<file path="src/rtl/fb_pkg.sv">
// Shared constants and response tag type for the frame buffer read path.
// Geometry is fixed at 320x240 with one 16-bit pixel per word.
package fb_pkg;

    localparam int FB_W     = 320;
    localparam int FB_H     = 240;
    localparam int FB_DEPTH = FB_W * FB_H;
    localparam int ADDR_W   = 17;
    localparam int DATA_W   = 16;

    typedef struct packed {
        logic valid;
        logic id;
        logic oob;
    } resp_tag_t;

endpackage

</file>
<file path="src/rtl/fb_resp_pipe.sv">
// Tag delay line matching the frame buffer read latency.
// The tail carries the owner of the data present on mem_rdata.
module fb_resp_pipe
    import fb_pkg::*;
#(
    parameter int RD_LAT = 1
) (
    input  logic      clk,
    input  logic      reset,
    input  resp_tag_t tag_in,
    output resp_tag_t tag_out
);

    resp_tag_t stage [RD_LAT];

    always_ff @(posedge clk or posedge reset) begin
        if (reset) begin
            for (int i = 0; i < RD_LAT; i++) begin
                stage[i] <= '0;
            end
        end else begin
            stage[0] <= tag_in;
            for (int i = 1; i < RD_LAT; i++) begin
                stage[i] <= stage[i-1];
            end
        end
    end

    assign tag_out = stage[RD_LAT-1];

endmodule

</file>
<file path="src/rtl/fb_read_arbiter.sv">
// Two-requester arbiter for the frame buffer read port with urgent boost,
// starvation guard for the window fetcher and zero-data out-of-range reads.
module fb_read_arbiter
    import fb_pkg::*;
#(
    parameter int ADDR_W   = fb_pkg::ADDR_W,
    parameter int DATA_W   = fb_pkg::DATA_W,
    parameter int FB_DEPTH = fb_pkg::FB_DEPTH,
    parameter int RD_LAT   = 1,
    parameter int MAX_WAIT = 8
) (
    input  logic              clk,
    input  logic              reset,
    input  logic              req0,
    input  logic [ADDR_W-1:0] addr0,
    input  logic              urgent0,
    output logic              gnt0,
    output logic              rvalid0,
    output logic [DATA_W-1:0] rdata0,
    input  logic              req1,
    input  logic [ADDR_W-1:0] addr1,
    output logic              gnt1,
    output logic              rvalid1,
    output logic [DATA_W-1:0] rdata1,
    output logic              mem_en,
    output logic [ADDR_W-1:0] mem_addr,
    input  logic [DATA_W-1:0] mem_rdata
);

    localparam int WAIT_W = $clog2(MAX_WAIT + 1);
    localparam logic [WAIT_W-1:0] WAIT_MAX = WAIT_W'(MAX_WAIT);
    localparam logic [ADDR_W-1:0] LIMIT = ADDR_W'(FB_DEPTH);

    logic [WAIT_W-1:0] wait_cnt;
    logic [WAIT_W-1:0] wait_nxt;
    logic              last_gnt;
    logic              forced;
    logic              pick0;
    logic              pick1;
    logic              any_gnt;
    logic              oob;
    logic [ADDR_W-1:0] sel_addr;
    resp_tag_t         tag_in;
    resp_tag_t         tag_out;

    assign forced = req1 && (wait_cnt == WAIT_MAX);

    always_comb begin
        pick0 = 1'b0;
        pick1 = 1'b0;
        if (!reset) begin
            if (forced) begin
                pick1 = 1'b1;
            end else if (urgent0 && req0) begin
                pick0 = 1'b1;
            end else if (req0 && req1) begin
                pick0 = last_gnt;
                pick1 = !last_gnt;
            end else begin
                pick0 = req0;
                pick1 = req1;
            end
        end
    end

    assign gnt0    = pick0;
    assign gnt1    = pick1;
    assign any_gnt = pick0 || pick1;

    // Unsigned compare also catches wrapped negative window offsets.
    assign sel_addr = pick1 ? addr1 : addr0;
    assign oob      = sel_addr >= LIMIT;
    assign mem_en   = any_gnt && !oob;
    assign mem_addr = mem_en ? sel_addr : '0;

    always_comb begin
        wait_nxt = '0;
        if (req1 && !pick1) begin
            wait_nxt = (wait_cnt == WAIT_MAX) ? wait_cnt
                                              : wait_cnt + WAIT_W'(1);
        end
    end

    always_ff @(posedge clk or posedge reset) begin
        if (reset) begin
            wait_cnt <= '0;
            last_gnt <= 1'b1;
        end else begin
            wait_cnt <= wait_nxt;
            if (any_gnt) begin
                last_gnt <= pick1;
            end
        end
    end

    always_comb begin
        tag_in       = '0;
        tag_in.valid = any_gnt;
        tag_in.id    = pick1;
        tag_in.oob   = any_gnt && oob;
    end

    fb_resp_pipe #(
        .RD_LAT (RD_LAT)
    ) u_resp_pipe (
        .clk     (clk),
        .reset   (reset),
        .tag_in  (tag_in),
        .tag_out (tag_out)
    );

    assign rvalid0 = tag_out.valid && !tag_out.id;
    assign rvalid1 = tag_out.valid && tag_out.id;
    assign rdata0  = (rvalid0 && !tag_out.oob) ? mem_rdata : '0;
    assign rdata1  = (rvalid1 && !tag_out.oob) ? mem_rdata : '0;

    a_one_hot: assert property (@(posedge clk) disable iff (reset)
        !(gnt0 && gnt1));

endmodule

</file>
<file path="config.mk">
export PLATFORM = sky130hd
export DESIGN_NAME = fb_read_arbiter
export DESIGN_NICKNAME = d
export VERILOG_FILES = /design/src/rtl/fb_pkg.sv /design/src/rtl/fb_resp_pipe.sv /design/src/rtl/fb_read_arbiter.sv
export SDC_FILE = /design/constraint.sdc
export NUM_CORES = 1
export LEC_CHECK = 0
export ABC_AREA = 0
export CELL_PAD_IN_SITES_DETAIL_PLACEMENT = 1
export CELL_PAD_IN_SITES_GLOBAL_PLACEMENT = 2
export CORE_MARGIN = 5
export CORE_UTILIZATION = 12
export DETAILED_ROUTE_END_ITERATION = 6
export PLACE_DENSITY_LB_ADDON = 0.25
export SYNTH_ARGS = -nofsm -noshare
export SYNTH_HDL_FRONTEND = slang
export SYNTH_SLANG_ARGS = --single-unit
</file>
<file path="constraint.sdc">
create_clock -name clk -period 2.79 [get_ports clk]
set_input_delay 0.6975 -clock clk [delete_from_list [all_inputs] [get_ports clk]]
set_output_delay 0.6975 -clock clk [all_outputs]
set_load 0.1 [all_outputs]
</file>
==> metrics <==
largest net degree at the start of global routing=17; Die Span X=96.3 um; via count=1397; final wirelength=5.33 mm; drt drc=0; vias per inst=4.07; unrepaired setup endpoints after global routing=yes; fraction of layout cells with a size suffix above 1=52.0%; Placeable Area=7250 um^2; CTS tree=yes; IO buf count=108; Max Clk Rate=366 MHz; I/O Pins=109; chip height=96.3 um; CP bufs+invs=3; Pre-antenna DRT Iters=2; CP max stage cell=mux2_4; setup violators final=0; Synth Net Count=165; critical path launch point type=primary input; Hold Fails Final Rpt=0; total chip power=936 uW; Crit path largest cell delay=0.31 ns; Antenna Violating Nets Remaining=0; Worst-path clk slew=0.05 ns; first-pass GRT wire length=8.28 mm; synthesized instance count=108; Seq cells post-synth=8; worst hold-check path type=flop to flop; routability cong.=0.725; CTS HTree Levels=1; Slew @ Worst Pin=0.452 ns; # rows=31; WL per Instance=15.5 um; CP required=2.09 ns; final core utilization=42.4%; Tcrit/Tclk final=97.9%; Num CTS Buffers=3; hold buffer count at CTS=0; global router's overall resource usage=11.6%; Starting Density=12.3%; Reg2Reg Setup Slack=1.02 ns; Filler Cell Count=797; hold depth=2; clock buffer depth=2; clock sinks=8; synthesized area per cell=8.27 um^2; Warnings, synthesis=0; clock root buffer=clkbuf_8; grt ovf=0; cell leakage power=0.00134 uW; Area Growth Syn to Fin=244%; vias in the first global route=1566; Unique masters post-synth=30; # diodes=0; R2R depth=7; worst hold endpoint=last_gnt; Cell Chain, Critical Path=dlygate4sd2_1, o21ai_2, o211ai_4, buf_6, mux2_4, nor2_4, buf_12; Max IR drop VDD=0.000114 V; post-synthesis cell area=893 um^2; power density cells=304 nW/um^2; HP Start=last_gnt; R2R Path Start=wait_cnt[0]; Rel. slew slack=69.8%; max-cap violations=0; Worst-Skew Late Latency=0.23 ns; kind of critical path=primary input to output pin; CP max FO=4; Final Max Tran Viols=0; status=finished, final reports clean; critical path arrival=2.03 ns; Tmin final=2.73 ns; initial antenna violation count=0; nets=302; Setup Skew=0.00245 ns; DP HPWL=4.45 mm; Die ar.=9270 um^2; post-synthesis sequential area ratio=22.5%; reg-to-reg endpoint=u_resp_pipe.tag_out[0]; drt first-iter violations=15; top cell family by delay on the critical path=buffers and inverters; CP Capture Type=output pin
## final cells by class
type                    instances  area [um^2]  area share, %
flip-flops and latches          8          201           6.55
repair buffers                137         1820           59.2
multi-input cells              90          867           28.2
inverters                       5         18.8          0.610
well taps                      99          124           4.03
clock buffers                   4         45.0           1.46
## worst reg2reg max path, stage by stage (launching register included)
cell      delay (ns)
dfrtp_1         0.35
inv_2           0.05
ha_2            0.17
and3b_2         0.22
o211ai_4        0.27
buf_6           0.14
mux2_4          0.31
and2_1          0.16
## registers in the layout, summed over array words and instances (netlist names)
name	count
wait_cnt	4
last_gnt	1
u_resp_pipe.tag_out	3
## synth_stat cells
master / n / share of area (%)
a211oi_1: 2 / 1.7
a211oi_4: 1 / 2.2
a21boi_1: 2 / 1.7
a21oi_1: 3 / 1.7
a22o_1: 16 / 16
and2_1: 34 / 24
and3b_1: 2 / 2.0
buf_4: 1 / 0.84
buf_6: 2 / 2.5
clkbuf_1: 2 / 0.84
dfrtp_1: 7 / 20
dfstp_2: 1 / 2.9
ha_1: 2 / 2.8
inv_1: 5 / 2.1
mux2_1: 1 / 1.3
nand2_1: 6 / 2.5
nand3_1: 3 / 1.7
nand3b_1: 1 / 0.84
nand4_1: 1 / 0.70
nand4b_1: 1 / 0.98
nor2_1: 3 / 1.3
nor2_2: 1 / 0.70
nor2b_1: 1 / 0.70
nor3_1: 1 / 0.56
nor3b_1: 1 / 0.84
o211ai_4: 1 / 2.4
o21ai_0: 2 / 1.1
o21ai_1: 2 / 1.1
xnor2_1: 2 / 2.0
xor2_1: 1 / 0.98
## worst max path at each step
stage	start	endpoint	slack, ns	cells after the start
floorplan	reset	mem_addr[16]	-0.16	4
global placement	addr0[12]	mem_addr[3]	-0.29	7
detailed placement	addr0[12]	mem_addr[5]	-0.33	7
CTS	req0	mem_addr[11]	0.002	8
global route	wait_cnt[0]	mem_en	-0.03	8
finish	req0	mem_en	0.06	7
## cell usage in the layout, fill, tap and decap left out, drive strengths merged, types with 3 or more instances in the layout
| cell | count |
|---|---|
| nand3 | 3 |
| dfrtp | 7 |
| buf | 86 |
| nor2 | 4 |
| a211oi | 3 |
| dlygate4sd2 | 12 |
| and2 | 34 |
| o21ai | 4 |
| clkdlybuf4s50 | 36 |
| clkbuf | 5 |
| a22o | 16 |
| nand2 | 6 |
| a21oi | 3 |
| inv | 5 |
## kinds of logic after synthesis
logic type | share of synthesized area, %
and+or+nand+nor | 36.6
AOI/OAI and AO/OA | 27.6
buffers and inverters | 6.30
adders and majority gates | 2.80
DFF | 22.5
xor gates and xnor gates | 2.94
muxes | 1.26
## power by group
part / leakage [uW] / switching [uW] / internal [uW]
combinational: 0.00121 / 383 / 272
sequential: 0.000104 / 5.55 / 125
clock: 0.0000228 / 51.1 / 99.5
total: 0.00134 / 439 / 497
## through the flow
step           hold WS, ns  TNS, ns  std cells  setup slack (ns)  area (um^2)
3_5_place_dp         0.465    -5.25        329            -0.326         2770
3_3_place_gp         0.464    -4.71        329            -0.287         2770
5_1_grt              0.523  -0.0302        343           -0.0302         3080
4_1_cts              0.482        0        341           0.00188         3080
2_1_floorplan        0.446   -0.843        108            -0.157          936
6_report             0.477        0        343            0.0597         3080
## layer usage
metal | routed length (um) | track usage, % | vias up | share of wire (%)
li1 | - | - | 652 | -
met1 | 2060 | 12.7 | 645 | 39
met2 | 2550 | 21.0 | 94 | 48
met3 | 687 | 4.93 | 6 | 13
met4 | 38 | 2.13 | 0 | 0.71
met5 | 0 | 0 | - | 0
## timing repair
action	4_1_cts	5_1_grt
pin swaps	8	13
resized for setup	68	5
gates cloned	2	0
buffers inserted	6	4
endpoints found under the setup margin	18	17
No activity file was read; power rests on OpenSTA's default activity.
